===== src/rtl/display_scan_ctrl.sv =====
// 4-digit 7-segment display controller: handshaked binary input, iterative shift-add-3
// binary-to-BCD conversion, and a multiplexed scanner through one shared segment decoder.

module BCD_module (
  input  logic [3:0] bcd,
  output logic [6:0] seg
);
  // Active-low segments ordered {g,f,e,d,c,b,a}; non-decimal codes go dark.
  always_comb begin
    case (bcd)
      4'd0:    seg = 7'b1000000;
      4'd1:    seg = 7'b1111001;
      4'd2:    seg = 7'b0100100;
      4'd3:    seg = 7'b0110000;
      4'd4:    seg = 7'b0011001;
      4'd5:    seg = 7'b0010010;
      4'd6:    seg = 7'b0000010;
      4'd7:    seg = 7'b1111000;
      4'd8:    seg = 7'b0000000;
      4'd9:    seg = 7'b0010000;
      default: seg = 7'b1111111;
    endcase
  end
endmodule

module display_scan_ctrl #(
  parameter int N_in        = 10,
  parameter int N_out       = 7,
  parameter int REFRESH_DIV = 50000
) (
  input  logic             clk,
  input  logic             rst,
  input  logic [N_in-1:0]  bin_in,
  input  logic             bin_valid,
  output logic             bin_ready,
  input  logic             blank_lz,
  output logic [N_out-1:0] seg,
  output logic [3:0]       an,
  output logic [15:0]      digits,
  output logic             done,
  output logic             overflow
);
  localparam logic [1:0] S_IDLE  = 2'd0;
  localparam logic [1:0] S_SHIFT = 2'd1;
  localparam logic [1:0] S_LATCH = 2'd2;
  localparam logic [1:0] S_HOLD  = 2'd3;
  localparam int PW = $clog2(REFRESH_DIV + 1);

  logic [1:0]      state;
  logic [15:0]     bcd;
  logic [N_in-1:0] bin_sr;
  logic [4:0]      cnt;
  logic [PW-1:0]   pre;
  logic [1:0]      idx;
  logic [1:0]      idx_nxt;
  logic [3:0]      cur_digit;
  logic [6:0]      seg7;

  function automatic logic [15:0] add3(input logic [15:0] b);
    logic [15:0] r;
    r = b;
    for (int k = 0; k < 4; k++)
      if (r[k*4 +: 4] >= 4'd5) r[k*4 +: 4] = r[k*4 +: 4] + 4'd3;
    return r;
  endfunction

  // Digit k>0 is dark when it and every more significant digit are zero.
  function automatic logic blanked(input logic [15:0] d, input logic [1:0] k, input logic bl);
    return bl && (k != 2'd0) && ((d >> {k, 2'b00}) == 16'd0);
  endfunction

  assign bin_ready = (state == S_IDLE);

  always_ff @(posedge clk or posedge rst) begin
    if (rst) begin
      state    <= S_IDLE;
      bcd      <= '0;
      bin_sr   <= '0;
      cnt      <= '0;
      digits   <= '0;
      done     <= 1'b0;
      overflow <= 1'b0;
    end else begin
      done <= 1'b0;
      case (state)
        S_IDLE: if (bin_valid) begin
          bcd   <= '0;
          cnt   <= '0;
          state <= S_SHIFT;
          if (32'(bin_in) > 32'd9999) begin
            bin_sr   <= N_in'(9999);
            overflow <= 1'b1;
          end else begin
            bin_sr   <= bin_in;
            overflow <= 1'b0;
          end
        end
        S_SHIFT: begin
          {bcd, bin_sr} <= {add3(bcd), bin_sr} << 1;
          cnt <= cnt + 5'd1;
          if (cnt == 5'(N_in - 1)) state <= S_LATCH;
        end
        S_LATCH: begin
          digits <= bcd;
          done   <= 1'b1;
          state  <= S_HOLD;
        end
        default: state <= S_IDLE;
      endcase
    end
  end

  // Scanner: free-running prescaler, anode pattern refreshed only when idx advances.
  assign idx_nxt = idx + 2'd1;

  always_ff @(posedge clk or posedge rst) begin
    if (rst) begin
      pre <= '0;
      idx <= 2'd0;
      an  <= 4'b1110;
    end else if (pre == PW'(REFRESH_DIV - 1)) begin
      pre <= '0;
      idx <= idx_nxt;
      an  <= blanked(digits, idx_nxt, blank_lz) ? 4'b1111 : ~(4'b0001 << idx_nxt);
    end else begin
      pre <= pre + 1'b1;
    end
  end

  assign cur_digit = digits[{idx, 2'b00} +: 4];

  BCD_module u_dec (
    .bcd (cur_digit),
    .seg (seg7)
  );

  assign seg = N_out'(seg7);

endmodule

===== config.mk =====
export PLATFORM = sky130hd
export DESIGN_NAME = display_scan_ctrl
export DESIGN_NICKNAME = d
export VERILOG_FILES = /design/src/rtl/display_scan_ctrl.sv
export SDC_FILE = /design/constraint.sdc
export NUM_CORES = 1
export LEC_CHECK = 0
export BUFFER_PORTS_ARGS = -buffer_cell sky130_fd_sc_hd__buf_2
export CAP_MARGIN = 20
export CORE_ASPECT_RATIO = 1.2
export CORE_MARGIN = 2
export CORE_UTILIZATION = 53
export DETAILED_ROUTE_END_ITERATION = 10
export GPL_TIMING_DRIVEN = 1
export PLACE_DENSITY = 0.76
export SYNTH_ARGS = -nofsm -noshare
export SYNTH_HDL_FRONTEND = slang
export SYNTH_SLANG_ARGS = --single-unit

===== constraint.sdc =====
create_clock -name clk -period 2 [get_ports clk]
set_input_delay 0.1 -clock clk [delete_from_list [all_inputs] [get_ports clk]]
set_output_delay 0.1 -clock clk [all_outputs]
set_load 0.02 [all_outputs]

* Yosys cells after proc, flatten, opt, wreduce, memory -nomap -nowiden
Memories as Yosys holds them, arrays and structs flattened. Cells that the tools add are included.
Word-level totals: register bits 72, bits in latches 0, bits in writable memories 0, ROM bits 112, input bits 14, output and inout port bits 30, logic and storage cells 55, memories 1
Memory list:
- (no name shown) | depth 16, bits a word 7, rd ports 1, clocked after memory_dff 0, wr ports 0, RTL line 10 | case (bcd)
Cells by class: add/sub/neg operators 7, multipliers 0, div/mod/pow operators 0, $lt $le $gt $ge 4, equality and inequality tests 6, shifts and indexed selects 3, mux-type cells 16, bitwise gates (word level) 1, reduce and logical (&&, ||, !) cells 8
Operator list (count):
- $mux 16 | 2
- $pmux 16 s2 | 1
- $pmux 10 s2 | 1
- $add 16x1->16 const B | 1
- $eq 16x16->1 const B | 1
- $ge 4x3->1 const B | 4
- $logic_not 16->1 | 1
- $mux 4 | 4
- $shiftx 16x5->4 | 1
- $shr 16x4->16 | 1
- $add 4x2->4 const B | 3
- $mux 10 | 1
- $pmux 5 s2 | 1
- $pmux 2 s3 | 1
- $add 5x1->5 const B | 1
- $eq 5x4->1 const B | 1
- $mux 5 | 1
- $mux 2 | 2
- $ne 2x2->1 const B | 2
- $not 4->4 | 1
- $reduce_and 2->1 | 2
- $reduce_bool 2->1 | 2
- $shl 1x2->4 const A | 1
- $add 3x2->3 const B | 1
- other kinds (7) | 8

* Longest topological paths before layout
Gate-level depths: netlist of run 1.
depth after elaboration 5, gate-level depth with buffers 7, mapped depth without buffers 6

* Hierarchy
Synthesis of run 1 repeated with hierarchy kept, for this count alone.
Second synthesis, totals: cells, all modules 353, area, all modules 3831.2 sq um
Modules (own cells, without submodules):
- display_scan_ctrl | instances 1, cells an instance 320, area each 3621.0 sq um, seq. area each 1805.5 sq um
- BCD_module | instances 1, cells an instance 33, area each 210.2 sq um, seq. area each 0.0 sq um

* Least setup slack after synthesis of run 1
No wires, ideal clock.
path type reg-to-output, from register idx[0], to output seg[3], arrival time 1.874 ns, required time 1.900 ns, setup slack 0.026 ns, cell stages (with the launch flop) 8, buffers on the path 1, cells stage by stage dfrtp_1 buf_2 mux4_2 inv_1 ha_1 or2_0 a21oi_1 a21oi_1
Between the ends: word-level cells in the longest chain between the ends 2
Ends and longest elaborated chain:
- start, declared | RTL line 54 | logic [1:0] idx;
- start signal, assigned | RTL line 123 | idx <= idx_nxt;
- $shiftx 16x5->4 | RTL line 130 | assign cur_digit = digits[{idx, 2'b00} +: 4];
- $mem_v2 16x7
- end, declared | RTL line 37 | output logic [N_out-1:0] seg,
No other way between the ends.

* Final worst setup path of run 1
Ends and elaborated chain as after synthesis.

==> impl_metrics.yaml, run 1 <==
synth:
  synthSimpleGateAreaFrac: 0.129
  syn_area_mm2: 0.00374
  async_flop_share: 1.00
  yosys_register_bits: 72
  yosysUniqueCellTypes: 48
  synth_top_family_by_area: "simple AND/OR/NAND/NOR gates"
  synth_mux_area_frac: 0.124
  synth_edf_count: 0
  synth_compound_area_frac: 0.103
  ys.flop_type: "dfrtp_1"
  yosysMostFrequentCell: "dfrtp_1"
  ys_warn_count: 0
  synth_top_area_share: 0.461
  synthXorXnorAreaFrac: 0.0468
  synth_nets: 378
  seq_area_frac_synth: 0.482
  synthAdderAreaFrac: 0.0802
  syn_avg_cell_area_um2: 11.0
  syn_inst: 340
  yosysTopAreaCell: "dfrtp_1"
  synthTopCellsByArea: "dfrtp_1, ha_1, mux2_2"
  yosys-top-cells-count: "dfrtp_1, nor2_1, ha_1"
worst_setup_path:
  critPathCaptureType: "output pin"
  r2r_cells: 6
  timing.rr.end: "cnt[3]"
  path_class: "reg -> out"
  r2r_slack_ns: 0.16
  crit_fanout: 4
  cp.arrival_ns: 2.08
  worstPathRequired_ns: 1.90
  startpoint_type: "flop"
  worstReg2RegStart: "state[0]"
clock_tree:
  cts_tree: "done"
  numCtsBuffers: 9
  clk_latency_ns: 0.33
  cts_root_buf: "clkbuf_8"
  clk_pin_slew_ns: 0.07
  h-tree-depth: 3
  clock-sinks: 72
  clock_path_buffers: 2
final_layout:
  postLayoutCellArea_mm2: 0.00434
  drive_above_1_share: 0.258
  instances_no_fill: 486
  final_util: 0.633
  multi_input_area_mm2: 0.00183
  nNetsFinal: 433
  area_growth_pct: 15.9
  n_antenna_cell: 0
  seq_area_mm2: 0.00181
  nFillCells: 563
job:
  max-cap-violations: 0
power_and_ir_drop:
  p_seq_frac: 0.361
  combinationalPowerShare: 0.463
  switching_share: 0.404
  power.switching_w: 0.00247
  p_leak_nw: 2.08
  clkPwrFrac: 0.176
  totalPowerFinal_w: 0.00613
  internal_power_w: 0.00366
  vdd_ir_drop_max_uv: 777
  p_per_area_mw_per_mm2: 1410
timing:
  min_period_ns: 2.18
  setup_viol_count_final: 7
  finalCritPeriodShare: 1.09
  hold_viol_final: 0
  fin_ws_ns: -0.183
  worst_pin_slew_ns: 0.623
  maxSlewHeadroom: 0.581
  rsz0062_at_grt: "yes"
  skew_ns: 0.0101
  fmax_mhz: 458
  slew_violations: 0
run_status:
  outcome: "finished, violations left"
  violations: "setup timing"
grt:
  antenna_found_initial: 0
  grt_overflow_total: 0
  grt_pass1_vias: 2725
  grt_pass1_wl_um: 12200
  grt_usage: 0.203
  grt_max_degree: 51
placed_design:
  place_hpwl_um: 5130
  place.port_buffers: 42
  place_congestion: 0.854
  pre_cts_slack_ns: 0.0793
  placed_cell_area_mm2: 0.00410
  place_inst: 467
detailed_routing:
  wl_per_cell_um: 14.6
  final_antenna_net_count: 0
  vias: 2693
  firstDrtPassIters: 4
  drc: 0
  vias_per_cell: 5.54
  wl_um: 7070
  drtIter0Drc: 119
die:
  fp.dieW_um: 80.7
  die_y_um: 96.1
  initial_core_util: 0.546
  pin_count: 44
  core-area_mm2: 0.00685
  rows: 33
  dieArea_mm2: 0.00775
hold_path:
  min_path_cells: 3
  min_path_type: "in -> reg"
  hold_end: "bin_sr[8]"
  min_from: "bin_in[8]"
[kinds of logic after synthesis]
kind of cell               count (synthesis)
AOI/OAI and AO/OA                         61
xor gates and xnor gates                  20
adders and majority gates                 24
buffers and inverters                     32
DFF                                       72
muxes                                     39
other                                      1
and+or+nand+nor                           91
[metrics by stage]
stage | setup TNS, ns | hold slack (ns)
after floorplan | 0 | 0.233
after global placement | 0 | 0.150
after detailed placement | 0 | 0.155
after CTS | -0.977 | 0.0465
after global routing | -1.62 | 0.0693
final | -0.955 | 0.0529
[routing by layer]
layer | up-vias | GRT usage | part of all wire
met2 | 46 | 0.331 | 0.50
li1 | 1306 | - | -
met4 | 0 | 0.100 | 0.027
met5 | - | 0 | 0
met1 | 1327 | 0.259 | 0.44
met3 | 14 | 0.0394 | 0.032
[cell usage in the layout, fill, tap and decap left out, drive strengths merged, types with 4 or more instances in the layout]
master	instances
dfrtp	69
buf	55
nor2	25
ha	24
nand2	19
inv	19
mux2	18
mux2i	17
o21ai	17
a21oi	15
clkbuf	12
nand2b	10
xnor2	10
xor2	10
o22ai	8
nand3	8
a22o	5
nor4	5
o31ai	4
a32o	4
mux4	4
nand4	4
[worst max-delay path, stage by stage, from the launching register on]
cell and delay (ns):
dfrtp_2 0.41, mux4_2 0.58, ha_4 0.18, or2_1 0.21
a21oi_2 0.16, a21oi_1 0.06, buf_4 0.16
[layout make-up]
cell class,instances,share of cell area
clock buffer,12,0.0312
clock inverter,3,0.0101
inverter,19,0.0164
multi-input combinational,236,0.421
sequential,72,0.417
tap,87,0.0251
timing repair buffer,57,0.0796
[power groups by stage]
stage / Clock, W / Sequential [W] / Combinational, W
after global routing: 0.00117 / 0.00227 / 0.00316
after CTS: 0.00111 / 0.00221 / 0.00283
after detailed placement: 0 / 0.00223 / 0.00277
after global placement: 0 / 0.00222 / 0.00269
after floorplan: 0 / 0.00229 / 0.00193
final: 0.00108 / 0.00221 / 0.00284
[flip-flops by register name, summed over array words and instances, names as in the netlist]
name and flops:
digits 16, done 1, state 2, bcd 16, idx 2, pre 16
an 4, cnt 5, bin_sr 10
[what timing repair did]
| action | 4_1_cts | 5_1_grt |
|---|---|---|
| setup buffers | 1 | 1 |
| resized for setup | 6 | 3 |
| endpoints found under the hold margin | 20 | 0 |
| setup endpoints to repair | 7 | 7 |
| gates cloned | 0 | 0 |
| hold buffers | 2 | 0 |
| pin swaps | 4 | 2 |
[how the worst max path moves through the flow]
stage / start / to / slack [ns] / cells past startpoint
final: idx[0] / seg[3] / -0.18 / 6
after global routing: idx[0] / seg[3] / -0.27 / 6
after CTS: idx[0] / seg[3] / -0.17 / 6
after detailed placement: idx[0] / seg[0] / 0.08 / 6
after global placement: idx[0] / seg[0] / 0.13 / 6
after floorplan: idx[0] / seg[3] / 0.03 / 7
No activity file was read; power rests on OpenSTA's default activity.
==> run 2: changes to the inputs <==
Settings changed: GPL_TIMING_DRIVEN 1 to default, SKIP_CTS_REPAIR_TIMING from default to 1.
==> run 2 against run 1 <==
  * Critical path type unchanged
  * Flip-flop and latch count unchanged
  * First-iteration DRC count up 6.7%
  * Non-clock buffer count down 1
  * Routed wire length up 0.24%
  * Highest routed layer unchanged
  * Hold slack worse by 0.064 ns
  * Sequential power about the same
  * Clock skew up 0.0012 ns
  * The run ends with hold timing, setup timing left
  * Utilization up 0.15 points
==> impl_metrics.yaml, run 2 (synthesis gave the netlist of run 1 again) <==
power_and_ir_drop:
  p_per_area_mw_per_mm2: 1420
  p_leak_nw: 2.07
  vdd_ir_drop_max_uv: 783
worst_setup_path:
  cp.arrival_ns: 2.10
  path_class: "reg -> out"
  r2r_cells: 6
  timing.rr.end: "cnt[3]"
  worstReg2RegStart: "state[0]"
  startpoint_type: "flop"
  critPathCaptureType: "output pin"
  worstPathRequired_ns: 1.90
  crit_fanout: 4
  crit_path_start: "idx[0]"
  r2r_slack_ns: 0.17
final_layout:
  top_regs: "bcd: 16 flops, digits: 16 flops, pre: 16 flops"
  drive_above_1_share: 0.264
  nFillCells: 558
  postLayoutCellArea_mm2: 0.00435
  layout_common_cells: "dfrtp_1, buf_2, nor2_1"
  n_antenna_cell: 0
  layout_commonest_cell: "dfrtp_1"
  area_growth_pct: 16.1
  nNetsFinal: 432
timing:
  setup_viol_count_final: 7
  fmax_mhz: 454
  finalCritPeriodShare: 1.10
  slew_violations: 0
  min_period_ns: 2.20
  hold_viol_final: 1
  worst_pin_slew_ns: 0.623
  rsz0062_at_grt: "yes"
  fin_hold_ws_ns: -0.0108
  skew_ns: 0.0113
  maxSlewHeadroom: 0.581
  fin_ws_ns: -0.202
die:
  dieArea_mm2: 0.00775
  core-area_mm2: 0.00685
  die_y_um: 96.1
  pin_count: 44
  rows: 33
  initial_core_util: 0.546
  fp.dieW_um: 80.7
run_status:
  outcome: "finished, violations left"
  violations: "hold timing, setup timing"
grt:
  grt_max_degree: 51
  grt_pass1_vias: 2720
  grt_pass1_wl_um: 12100
  grt_overflow_total: 0
  grt_usage: 0.202
  antenna_found_initial: 0
clock_tree:
  clk_latency_ns: 0.33
  cts_root_buf: "clkbuf_8"
  clk_pin_slew_ns: 0.07
  clock_path_buffers: 2
  h-tree-depth: 3
  clock-sinks: 72
  numCtsBuffers: 9
  cts_tree: "done"
placed_design:
  placed_cell_area_mm2: 0.00410
  place_hpwl_um: 5130
  place.port_buffers: 42
  place_congestion: 0.854
  pre_cts_slack_ns: 0.0793
hold_path:
  min_path_type: "in -> reg"
  min_path_cells: 2
  hold_end: "bin_sr[0]"
  min_from: "bin_in[0]"
detailed_routing:
  vias_per_cell: 5.57
  wl_per_cell_um: 14.6
  vias: 2702
  final_antenna_net_count: 0
  wl_um: 7090
  firstDrtPassIters: 4
  drc: 0
  drtIter0Drc: 127
job:
  max-cap-violations: 0
run 2: changes by cell type in the layout (fill, tap and decap cells not counted):
cell / previous run / this run
dlygate4sd3_1: 2 / 1
buf_6: 0 / 3
a21oi_2: 1 / 2
ha_1: 23 / 22
buf_2: 40 / 39
buf_4: 14 / 12
ha_2: 0 / 1
a21oi_1: 14 / 13
run 2: worst max-delay path by stage:
stage	slack, ns	end
5_1_grt	-0.30	seg[0]
3_5_place_dp	0.08	seg[0]
4_1_cts	-0.28	seg[0]
6_report	-0.20	seg[0]
2_1_floorplan	0.03	seg[3]
3_3_place_gp	0.13	seg[0]
run 2: area by class of cell:
| class | instances | area [um2] | area share |
|---|---|---|---|
| Clock buffer | 12 | 135 | 0.0311 |
| Sequential cell | 72 | 1810 | 0.416 |
| Tap cell | 87 | 109 | 0.0250 |
| Timing Repair Buffer | 56 | 349 | 0.0803 |
| Inverter | 19 | 71.3 | 0.0164 |
| Clock inverter | 3 | 43.8 | 0.0101 |
| Multi-Input combinational cell | 236 | 1830 | 0.421 |
run 2: per-layer routing:
metal | vias to the layer above | global-route usage | part of all wire
li1 | 1306 | - | -
met1 | 1333 | 0.255 | 0.44
met2 | 47 | 0.331 | 0.50
met3 | 16 | 0.0394 | 0.037
met4 | 0 | 0.100 | 0.026
met5 | - | 0 | 0
run 2: critical path, cell delays in order (launching register included):
cell and delay [ns]:
dfrtp_2 0.41, mux4_2 0.58, ha_4 0.19, or2_1 0.21, a21oi_2 0.18, nor2_1 0.06
buf_4 0.15
run 2: power breakdown:
part           internal [W]  leakage, nW  switching [W]
logic               0.00127         1.04        0.00163
registers           0.00185        0.949       0.000357
clock network      0.000572       0.0904       0.000509
total               0.00369         2.07        0.00249
run 2: stage by stage:
step | power, W | hold slack [ns] | setup TNS [ns] | std cells | util
2_1_floorplan | 0.00422 | 0.233 | 0 | 340 | -
3_3_place_gp | 0.00491 | 0.150 | 0 | 467 | 0.598
3_5_place_dp | 0.00501 | 0.155 | 0 | 467 | 0.598
4_1_cts | 0.00611 | -0.209 | -1.37 | 482 | 0.624
5_1_grt | 0.00665 | 0.00509 | -1.66 | 485 | 0.634
6_report | 0.00618 | -0.0108 | -1.03 | 485 | 0.634
